## src/rtl/key_pkg.sv

```systemverilog
// Shared types and constants for the HID-to-Apple-1 key translation path.
package key_pkg;

  typedef enum logic [1:0] {
    ST_IDLE,
    ST_LOOKUP,
    ST_XLATE,
    ST_HELD
  } state_t;

  localparam logic [6:0] ASCII_CR  = 7'h0D;
  localparam logic [6:0] ASCII_ESC = 7'h1B;

  localparam logic [7:0] USAGE_NONE     = 8'h00;
  localparam logic [7:0] USAGE_MOD_BASE = 8'hE0;
  localparam logic [7:0] MOD_CTRL_MASK  = 8'h11;
  localparam logic [7:0] MOD_SHIFT_MASK = 8'h22;

  function automatic logic is_mod_usage(input logic [7:0] usage);
    return usage >= USAGE_MOD_BASE;
  endfunction

endpackage

```

## src/rtl/hid_key_translator_if.sv

```systemverilog
// Key event input and translated-code output handshakes of the key translator.
interface hid_key_translator_if #(
  parameter int LAYOUT_BITS = 1
);
  logic                   in_valid;
  logic                   in_ready;
  logic [7:0]             in_mod;
  logic [7:0]             in_key;
  logic [LAYOUT_BITS-1:0] layout_sel;
  logic                   out_valid;
  logic                   out_ready;
  logic [7:0]             out_data;

  modport master (
    output in_valid, in_mod, in_key, layout_sel, out_ready,
    input  in_ready, out_valid, out_data
  );

  modport slave (
    input  in_valid, in_mod, in_key, layout_sel, out_ready,
    output in_ready, out_valid, out_data
  );
endinterface

```

## src/rtl/hid_keymap_rom.sv

```systemverilog
// Registered keymap ROM: {layout, shift, usage} -> {valid, ascii[6:0]}, one-cycle read.
module hid_keymap_rom
  import key_pkg::*;
#(
  parameter int LAYOUT_BITS = 1
) (
  input  logic                   clk,
  input  logic [LAYOUT_BITS+8:0] addr,
  output logic [7:0]             entry
);

  logic [LAYOUT_BITS-1:0] layout;
  logic                   shift;
  logic [7:0]             usage;
  logic [7:0]             usage_eff;

  assign {layout, shift, usage} = addr;

  function automatic logic [7:0] lookup(input logic sh, input logic [7:0] u);
    logic [6:0] c;
    logic       v;
    c = 7'h00;
    v = 1'b1;
    if (u >= 8'h04 && u <= 8'h1D) begin
      c = (sh ? 7'h41 : 7'h61) + 7'(u - 8'h04);
    end else begin
      case (u)
        8'h1E:   c = sh ? 7'h21 : 7'h31;
        8'h1F:   c = sh ? 7'h40 : 7'h32;
        8'h20:   c = sh ? 7'h23 : 7'h33;
        8'h21:   c = sh ? 7'h24 : 7'h34;
        8'h22:   c = sh ? 7'h25 : 7'h35;
        8'h23:   c = sh ? 7'h5E : 7'h36;
        8'h24:   c = sh ? 7'h26 : 7'h37;
        8'h25:   c = sh ? 7'h2A : 7'h38;
        8'h26:   c = sh ? 7'h28 : 7'h39;
        8'h27:   c = sh ? 7'h29 : 7'h30;
        8'h28:   c = ASCII_CR;
        8'h29:   c = ASCII_ESC;
        8'h2A:   c = 7'h5F;
        8'h2C:   c = 7'h20;
        8'h2D:   c = sh ? 7'h5F : 7'h2D;
        8'h2E:   c = sh ? 7'h2B : 7'h3D;
        8'h2F:   c = sh ? 7'h7B : 7'h5B;
        8'h30:   c = sh ? 7'h7D : 7'h5D;
        8'h31:   c = sh ? 7'h7C : 7'h5C;
        8'h33:   c = sh ? 7'h3A : 7'h3B;
        8'h34:   c = sh ? 7'h22 : 7'h27;
        8'h35:   c = sh ? 7'h7E : 7'h60;
        8'h36:   c = sh ? 7'h3C : 7'h2C;
        8'h37:   c = sh ? 7'h3E : 7'h2E;
        8'h38:   c = sh ? 7'h3F : 7'h2F;
        default: v = 1'b0;
      endcase
    end
    return {v, c};
  endfunction

  // Layout 1 is QWERTZ: Y and Z swap places; all other layouts share the US table.
  always_comb begin
    usage_eff = usage;
    if (layout == LAYOUT_BITS'(1)) begin
      if (usage == 8'h1C)      usage_eff = 8'h1D;
      else if (usage == 8'h1D) usage_eff = 8'h1C;
    end
  end

  always_ff @(posedge clk) begin
    entry <= lookup(shift, usage_eff);
  end

endmodule

```

## src/rtl/hid_key_translator.sv

```systemverilog
// HID boot-keyboard events to Apple-1 ASCII with layouts, ctrl/shift, typematic repeat and output FIFO.
module hid_key_translator
  import key_pkg::*;
#(
  parameter int LAYOUT_BITS   = 1,
  parameter int FIFO_DEPTH    = 4,
  parameter int FORCE_UPPER   = 1,
  parameter int REPEAT_DELAY  = 12_500_000,
  parameter int REPEAT_PERIOD = 2_500_000
) (
  input  logic                 clk,
  input  logic                 rst,
  hid_key_translator_if.slave  bus,
  output logic                 overflow,
  input  logic                 overflow_clr
);

  localparam int AW      = $clog2(FIFO_DEPTH);
  localparam int PW      = AW + 1;
  localparam int CNT_MAX = (REPEAT_DELAY > REPEAT_PERIOD) ? REPEAT_DELAY : REPEAT_PERIOD;
  localparam int CNT_W   = $clog2(CNT_MAX) + 1;

  state_t                 state_q, state_d;
  logic [LAYOUT_BITS+8:0] addr_q;
  logic                   ctrl_q;
  logic [7:0]             rom_entry;
  logic [CNT_W-1:0]       cnt_q;
  logic [7:0]             held_q;

  logic       accept, start_lookup;
  logic       push;
  logic [7:0] push_data;
  logic       cnt_load_delay, cnt_load_period, cnt_dec;

  function automatic logic [6:0] fold_code(input logic [6:0] raw, input logic ctrl);
    logic [6:0] c;
    c = raw;
    if (FORCE_UPPER != 0 && c >= 7'h61 && c <= 7'h7A) c = c - 7'h20;
    if (ctrl && c >= 7'h40 && c <= 7'h5F) c = c & 7'h1F;
    return c;
  endfunction

  assign bus.in_ready = (state_q == ST_IDLE) || (state_q == ST_HELD);
  assign accept       = bus.in_valid && bus.in_ready;
  assign start_lookup = accept && (bus.in_key != USAGE_NONE) && !is_mod_usage(bus.in_key);

  always_ff @(posedge clk) begin
    if (start_lookup) begin
      addr_q <= {bus.layout_sel, |(bus.in_mod & MOD_SHIFT_MASK), bus.in_key};
      ctrl_q <= |(bus.in_mod & MOD_CTRL_MASK);
    end
  end

  hid_keymap_rom #(.LAYOUT_BITS(LAYOUT_BITS)) u_rom (
    .clk   (clk),
    .addr  (addr_q),
    .entry (rom_entry)
  );

  always_ff @(posedge clk) begin
    if (rst) state_q <= ST_IDLE;
    else     state_q <= state_d;
  end

  always_comb begin
    state_d         = state_q;
    push            = 1'b0;
    push_data       = held_q;
    cnt_load_delay  = 1'b0;
    cnt_load_period = 1'b0;
    cnt_dec         = 1'b0;
    case (state_q)
      ST_IDLE: begin
        if (start_lookup) state_d = ST_LOOKUP;
      end
      ST_LOOKUP: state_d = ST_XLATE;
      ST_XLATE: begin
        if (rom_entry[7]) begin
          push           = 1'b1;
          push_data      = {1'b1, fold_code(rom_entry[6:0], ctrl_q)};
          cnt_load_delay = 1'b1;
          state_d        = ST_HELD;
        end else begin
          state_d = ST_IDLE;
        end
      end
      ST_HELD: begin
        // Any accepted event pre-empts a repeat that expires in the same cycle.
        if (accept) begin
          if (bus.in_key == USAGE_NONE) state_d = ST_IDLE;
          else if (start_lookup)        state_d = ST_LOOKUP;
        end else if (cnt_q == '0) begin
          push            = 1'b1;
          cnt_load_period = 1'b1;
        end else begin
          cnt_dec = 1'b1;
        end
      end
      default: state_d = ST_IDLE;
    endcase
  end

  always_ff @(posedge clk) begin
    if (rst) begin
      cnt_q  <= '0;
      held_q <= '0;
    end else if (cnt_load_delay) begin
      cnt_q  <= CNT_W'(REPEAT_DELAY - 1);
      held_q <= push_data;
    end else if (cnt_load_period) begin
      cnt_q <= CNT_W'(REPEAT_PERIOD - 1);
    end else if (cnt_dec) begin
      cnt_q <= cnt_q - CNT_W'(1);
    end
  end

  logic [7:0]    mem [FIFO_DEPTH];
  logic [PW-1:0] wr_q, rd_q;
  logic          empty, full, pop, do_wr, drop;

  assign empty = (wr_q == rd_q);
  assign full  = ((wr_q ^ rd_q) == {1'b1, {AW{1'b0}}});
  assign pop   = !empty && bus.out_ready;
  // A pop in the same cycle frees the slot, so a full FIFO still takes the push.
  assign do_wr = push && (!full || pop);
  assign drop  = push && full && !pop;

  always_ff @(posedge clk) begin
    if (do_wr) mem[wr_q[AW-1:0]] <= push_data;
  end

  always_ff @(posedge clk) begin
    if (rst) begin
      wr_q     <= '0;
      rd_q     <= '0;
      overflow <= 1'b0;
    end else begin
      if (do_wr) wr_q <= wr_q + PW'(1);
      if (pop)   rd_q <= rd_q + PW'(1);
      if (drop)              overflow <= 1'b1;
      else if (overflow_clr) overflow <= 1'b0;
    end
  end

  assign bus.out_valid = !empty;
  assign bus.out_data  = empty ? 8'h00 : mem[rd_q[AW-1:0]];

endmodule

```

## src/flat_wrapper.sv

```systemverilog
// flat-port wrapper written by rule: the top's interface ports become plain ports
module hid_key_translator_flat import key_pkg::*;
#(
  parameter int LAYOUT_BITS   = 1,
  parameter int FIFO_DEPTH    = 4,
  parameter int FORCE_UPPER   = 1,
  parameter int REPEAT_DELAY  = 12_500_000,
  parameter int REPEAT_PERIOD = 2_500_000
)
  (clk, rst, overflow, overflow_clr, bus_in_valid, bus_in_mod, bus_in_key, bus_layout_sel, bus_out_ready, bus_in_ready, bus_out_valid, bus_out_data);
  hid_key_translator_if #(.LAYOUT_BITS(LAYOUT_BITS)) bus_i ();
  input  logic clk;
  input  logic rst;
  output logic overflow;
  input  logic overflow_clr;
  input wire logic [$bits(bus_i.in_valid)-1:0] bus_in_valid;
  input wire logic [$bits(bus_i.in_mod)-1:0] bus_in_mod;
  input wire logic [$bits(bus_i.in_key)-1:0] bus_in_key;
  input wire logic [$bits(bus_i.layout_sel)-1:0] bus_layout_sel;
  input wire logic [$bits(bus_i.out_ready)-1:0] bus_out_ready;
  output wire logic [$bits(bus_i.in_ready)-1:0] bus_in_ready;
  output wire logic [$bits(bus_i.out_valid)-1:0] bus_out_valid;
  output wire logic [$bits(bus_i.out_data)-1:0] bus_out_data;
  assign bus_i.in_valid = bus_in_valid;
  assign bus_i.in_mod = bus_in_mod;
  assign bus_i.in_key = bus_in_key;
  assign bus_i.layout_sel = bus_layout_sel;
  assign bus_i.out_ready = bus_out_ready;
  assign bus_in_ready = bus_i.in_ready;
  assign bus_out_valid = bus_i.out_valid;
  assign bus_out_data = bus_i.out_data;
  hid_key_translator #(.LAYOUT_BITS(LAYOUT_BITS), .FIFO_DEPTH(FIFO_DEPTH), .FORCE_UPPER(FORCE_UPPER), .REPEAT_DELAY(REPEAT_DELAY), .REPEAT_PERIOD(REPEAT_PERIOD)) u_core (.clk(clk), .rst(rst), .bus(bus_i), .overflow(overflow), .overflow_clr(overflow_clr));
endmodule
```

## config.mk

```make
export PLATFORM = sky130hd
export DESIGN_NAME = hid_key_translator_flat
export DESIGN_NICKNAME = d
export VERILOG_FILES = /design/src/rtl/key_pkg.sv /design/src/rtl/hid_key_translator_if.sv /design/src/rtl/hid_keymap_rom.sv /design/src/rtl/hid_key_translator.sv /design/src/flat_wrapper.sv
export SDC_FILE = /design/constraint.sdc
export NUM_CORES = 1
export LEC_CHECK = 0
export BUFFER_PORTS_ARGS = -buffer_cell sky130_fd_sc_hd__buf_2
export CAP_MARGIN = 20
export CORE_ASPECT_RATIO = 0.9
export CORE_UTILIZATION = 30
export DETAILED_ROUTE_END_ITERATION = 7
export PLACE_DENSITY = 0.46
export SYNTH_ARGS = -nofsm -noshare
export SYNTH_HDL_FRONTEND = slang
export SYNTH_HIERARCHICAL = 1
export SYNTH_SLANG_ARGS = --single-unit
```

## constraint.sdc

```tcl
create_clock -name clk -period 5.1 [get_ports clk]
set_input_delay 0.765 -clock clk [delete_from_list [all_inputs] [get_ports clk]]
set_output_delay 0.765 -clock clk [all_outputs]
set_load 0.02 [all_outputs]
```

==> After elaboration in Yosys (flattened, before gate mapping) <==
Memory sizes are Yosys's and may differ from the RTL's. A register that Yosys moved wholly into a read port is not among the register bits.
Index checks and enable logic that the tools add are counted.
{ "totals": {"reg_bits": 61, "latchBits": 0, "mem_bits_rw": 32, "rom_bits": 0, "inputBits": 22, "output_inout_bits": 11, "word_cells": 147, "mem_count": 1} }
{ "memory_table": {"columns": ["memory", "depth", "word_bits", "rd", "rd_clocked_by_memory_dff", "write_ports", "line_no", "text"], "rows": [
  ["u_core.mem", 4, 8, 1, 1, 1, "hid_key_translator.sv:117", "logic [7:0] mem [FIFO_DEPTH];"]
]} }
{ "op_classes": {"n_addsub": 6, "mul": 0, "div_mod_pow": 0, "order_cmp": 7, "eq_ne": 33, "n_shift": 0, "n_mux": 58, "n_bitwise": 1, "n_reduce_logical": 29} }
{ "op_table": {"columns": ["operator", "n"], "rows": [
  ["8-bit by 6-bit equality test with 1-bit output, second input constant", 23],
  ["7-bit case mux with 25 select lines", 1],
  ["24-bit 2-to-1 mux", 3],
  ["5-bit 2-to-1 mux", 13],
  ["7-bit 2-to-1 mux", 8],
  ["8-bit 2-to-1 mux", 6],
  ["8-bit by 5-bit equality test with 1-bit output, second input constant", 4],
  ["25-bit zero test", 1],
  ["25-bit OR reduction", 1],
  ["25-bit by 1-bit subtractor with 25-bit output, second input constant", 1],
  ["6-bit 2-to-1 mux", 4],
  ["7-bit >= comparator, second input constant", 2],
  ["7-bit <= comparator, second input constant", 2],
  ["1-bit 2-to-1 mux", 14],
  ["2-bit 2-to-1 mux", 6],
  ["1-bit logical AND", 11],
  ["8-bit by 3-bit >= comparator with 1-bit output, second input constant", 1],
  ["8-bit >= comparator, second input constant", 1],
  ["8-bit by 5-bit <= comparator with 1-bit output, second input constant", 1],
  ["8-bit zero test", 1],
  ["2-bit case mux with 4 select lines", 1],
  ["8-bit nonzero test", 1],
  ["7-bit adder", 1],
  ["7-bit by 3-bit subtractor with 7-bit output, second input constant", 1],
  ["17 further kinds", 26]
]} }

==> Depth between registers and ports, before layout <==
{ "depth": {"depth_word": 11, "depth_mapped": 10, "ltp_nobuf": 7} }

==> Hierarchy <==
Netlist, hierarchy kept.
{ "by_module_without_submodules": {"columns": ["mod", "instances", "cells_each", "area_each_um2"], "rows": [
  ["hid_key_translator", 1, 351, 3921.3],
  ["hid_keymap_rom", 1, 178, 1251.2]
]} }

==> Worst setup path before layout <==
No wires, ideal clock.
{ "synth_path": {"path_kind": "input to register", "start": "in bus_in_valid", "end": "reg u_core.wr_q[2]", "setup_ns": 0.121, "arrival_time_ns": 2.737, "t_required_ns": 4.979, "slack_ns": 2.242, "cell_stages": 7, "path_buffers": 2, "cell_sequence": "nand2b_1 clkbuf_1 and4_1 clkbuf_1 a31oi_1 nor3b_1 mux2_2"} }
{ "synth_via": {"elab_chain_cells": 4} }
{ "synth_lines": {"columns": ["element", "line_no", "text"], "rows": [
  ["from (decl)", "flat_wrapper.sv:16", "input wire logic [$bits(bus_i.in_valid)-1:0] bus_in_valid;"],
  ["1-bit logical AND", "hid_key_translator.sv:44", "assign accept = bus.in_valid && bus.in_ready;"],
  ["1-bit 2-to-1 mux", "hid_key_translator.sv:89", "if (accept) begin"],
  ["1-bit case mux with 2 select lines", "hid_key_translator.sv:72", "case (state_q)"],
  ["1-bit logical AND", "hid_key_translator.sv:125", "assign do_wr = push && (!full || pop);"],
  ["to (signal assigned)", "hid_key_translator.sv:138", "if (do_wr) wr_q <= wr_q + PW'(1);"],
  ["to (decl)", "hid_key_translator.sv:118", "logic [PW-1:0] wr_q, rd_q;"]
]} }
No other way between the ends.
A chain may end at the register's enable or synchronous reset.

==> Final worst setup path <==
{ "layout_path": {"start": "reg u_core.cnt_q[9]", "end": "mem u_core.mem[0][7] (enable)"} }
{ "layout_via": {"elab_chain_cells": 7} }
{ "layout_lines": {"columns": ["element", "line_no", "text"], "rows": [
  ["from (decl)", "hid_key_translator.sv:27", "logic [CNT_W-1:0] cnt_q;"],
  ["from (signal assigned)", "hid_key_translator.sv:108", "cnt_q <= CNT_W'(REPEAT_DELAY - 1);"],
  ["from (signal assigned)", "hid_key_translator.sv:111", "cnt_q <= CNT_W'(REPEAT_PERIOD - 1);"],
  ["from (signal assigned)", "hid_key_translator.sv:113", "cnt_q <= cnt_q - CNT_W'(1);"],
  ["25-bit zero test", "hid_key_translator.sv:92", "end else if (cnt_q == '0) begin"],
  ["1-bit 2-to-1 mux", "hid_key_translator.sv:92", null],
  ["1-bit 2-to-1 mux", "hid_key_translator.sv:89", null],
  ["1-bit case mux with 2 select lines", "hid_key_translator.sv:72", null],
  ["1-bit logical AND", "hid_key_translator.sv:125", null],
  ["1-bit 2-to-1 mux", "hid_key_translator.sv:129", "if (do_wr) mem[wr_q[AW-1:0]] <= push_data;"],
  ["1-bit 2-to-1 mux (not written as such)", "hid_key_translator.sv:129", null],
  ["to (decl)", "hid_key_translator.sv:117", null]
]} }
No other way between the ends.

==> results.cfg <==
[setup_path]
start_kind = flop
cp.required_ps = 5100
worst_ep_arrival_time_ps = 2730
cp_max_fo = 8
path_class = flop to flop
worst_setup_path_end_kind = flop

[sta]
rsz0062_at_grt = no
clock_skew_ps = 7.21
fin_setup_tns_ps = 0
max-slew-margin-rel = 0.296
whs_ps = 443
report.final.slew_viol_count = 0
finalHoldViolations = 0
layout_setup_ws_ps = 2370
tightest_slew_ps = 1060
post-route-min-period_ps = 2730
setup_viol = 0
timing.final.crit_share = 0.536
fmax_mhz = 366

[clock_tree]
cts_sinks = 95
ctsHoldBuffers = 0
cts-resized-gates = 0
cts-root-buf = clkbuf_16
clk_latency_ps = 340
cts.path.max_buffers = 2
tritoncts = built
postCtsSetupBuffers = 0
cts_buffers = 9
htreeDepth = 3
clkTransAtPathRegs_ps = 70

[placed_design]
io_buffers = 28
dp_slack_ps = 2240
gp_congestion = 0.836
hpwl_um = 7890

[routing]
ant_nets = 0
drc = 0
vias = 4062
vias_per_cell = 5.42
drt-pass1-iter-count = 5
wire_per_inst_um = 15.5
wl_um = 11600
drt_iter0_markers = 348

[layout]
antenna_cells = 0
drive_gt1_frac = 0.143
synthToLayoutAreaGrowth_pct = 10.5
layout.nets = 566
fillers = 1733

[synth]
synth-edff-count = 43
syn_inst = 529
netlist_area_um2 = 5170
yosysTopAreaCell = edfxtp_1
syn_nets = 562
ys_warn_count = 6
synth.distinct_cells = 73
async_reset_ff_frac = 0
synth_seq_cells = 95
ys.flop_type = dfxtp_1
synth_area_per_cell_um2 = 9.78
ys_top_cells_by_area = edfxtp_1 (25%), dfxtp_1 (20%), a21oi_1 (4.0%), mux4_2 (3.5%), nand2_1 (2.9%)
synth.top_cell.area_share = 0.250
synth_seq_area_share = 0.451
yosysMostFrequentCell = dfxtp_1
synthTopCellsByCount = dfxtp_1 (52), edfxtp_1 (43), a21oi_1 (41)

[pwr]
swShare = 0.389
p_clk_frac = 0.243
pwr-share-comb = 0.351
p_int_w = 0.00162
worst_ir_drop_vdd_mv = 0.191
p_sw_w = 0.00103
p_total_w = 0.00265
power.density_nw_per_um2 = 463
seqPwrFrac = 0.406
leakagePower_nw = 1.99

[global_routing]
grt-ovfl-total = 0
grt_usage = 0.134
grt_pass1_vias = 3644
antenna_found_initial = 0
grt_max_degree = 41
grt_pass1_wl_um = 18800

[floorplan]
io_pins = 33
die_w_um = 140
dieArea_um2 = 17800
coreArea_um2 = 16900
die_y_um = 127
num_rows = 45
start_util = 0.306

[flow_run]
maxCapViolations = 0

[status]
outcome = finished clean

[hold_path]
hp-class = flop to flop
## registers in the layout, indices dropped and copies added (netlist names), named ones only
name	flops
u_core/u_rom/entry	8
u_core/cnt_q	25
u_core/wr_q	3
u_core/ctrl_q	1
u_core/addr_q	10
u_core/rd_q	3
u_core/overflow	1
u_core/mem	32
u_core/state_q	2
u_core/held_q	8
## critical path, cell delays in order, from the launching register on
cell,delay (ps)
dfxtp_1,350
or4_4,590
nor2_1,450
a31oi_1,350
nor2_1,230
and2_1,420
## kinds of logic (layout without fill, tap and decap cells)
group / count (synthesis) / count (layout) / share of synthesized area
compound gates: 117 / 117 / 0.148
fa+ha+maj: 11 / 11 / 0.0266
simple gates: 219 / 219 / 0.242
buf+inv: 46 / 55 / 0.0392
flops: 95 / 95 / 0.451
mux: 17 / 17 / 0.0530
xor+xnor: 24 / 24 / 0.0406
## power groups by stage
stage	combinational, W	sequential (W)	clock (W)
global route	0.00103	0.00110	0.000703
detailed placement	0.000925	0.00109	0
global placement	0.000910	0.00108	0
floorplan	0.000793	0.000992	0
CTS	0.000931	0.00107	0.000669
finish	0.000929	0.00107	0.000644
## final cells by class
class                   instances  area [um2]  area share
multi-input cells             388        2640       0.462
flip-flops and latches         95        2330       0.408
well taps                     211         264      0.0462
clock buffers                   9         225      0.0394
repair buffers                 30         155      0.0271
clock inverters                 7        63.8      0.0112
inverters                       9        33.8     0.00591
## path summary, 6_finish.rpt
path,to,startpoint,slack [ps],cells after the start
max reg2reg,u_core/mem[0][7]$_DFFE_PP_,u_core/cnt_q[9]$_SDFFE_PP0P_,2370,5
min reg2reg,u_core/cnt_q[24]$_SDFFE_PP0P_,u_core/cnt_q[24]$_SDFFE_PP0P_,440,1
max,u_core/mem[0][7]$_DFFE_PP_,u_core/cnt_q[9]$_SDFFE_PP0P_,2370,5
min,u_core/cnt_q[24]$_SDFFE_PP0P_,u_core/cnt_q[24]$_SDFFE_PP0P_,440,1
## placed cells by master, fill, tap and decap left out, types with 5 or more instances in the layout
master,netlist,routed
a211oi_1,7,7
a21oi_1,41,41
a31oi_1,13,13
and2_1,16,16
buf_2,12,28
clkbuf_16,0,9
dfxtp_1,52,52
edfxtp_1,43,43
ha_1,11,11
inv_1,9,9
mux2i_1,6,6
mux4_2,8,8
nand2_1,40,40
nand2b_1,13,13
nand3_1,18,18
nand4_1,11,11
nor2_1,34,34
nor2b_1,6,6
nor3_1,18,18
nor4_1,5,5
o21ai_0,16,16
or2_2,6,6
or3_1,10,10
or4_1,8,8
xnor2_1,17,17
xor2_1,7,7
## per-layer routing
metal	vias up	GRT usage	share of wire
met5	-	0	0
met4	0	0.0420	0.0098
met3	8	0.0306	0.041
met2	104	0.216	0.46
met1	1959	0.178	0.49
li1	1991	-	-
## metrics by stage
stage	util	cells	area (um2)
after floorplan	-	529	5170
after global placement	0.321	733	5430
after detailed placement	0.321	733	5430
after CTS	0.339	749	5720
after global routing	0.339	749	5720
final	0.339	749	5720
(Power assumes the default switching activity.)
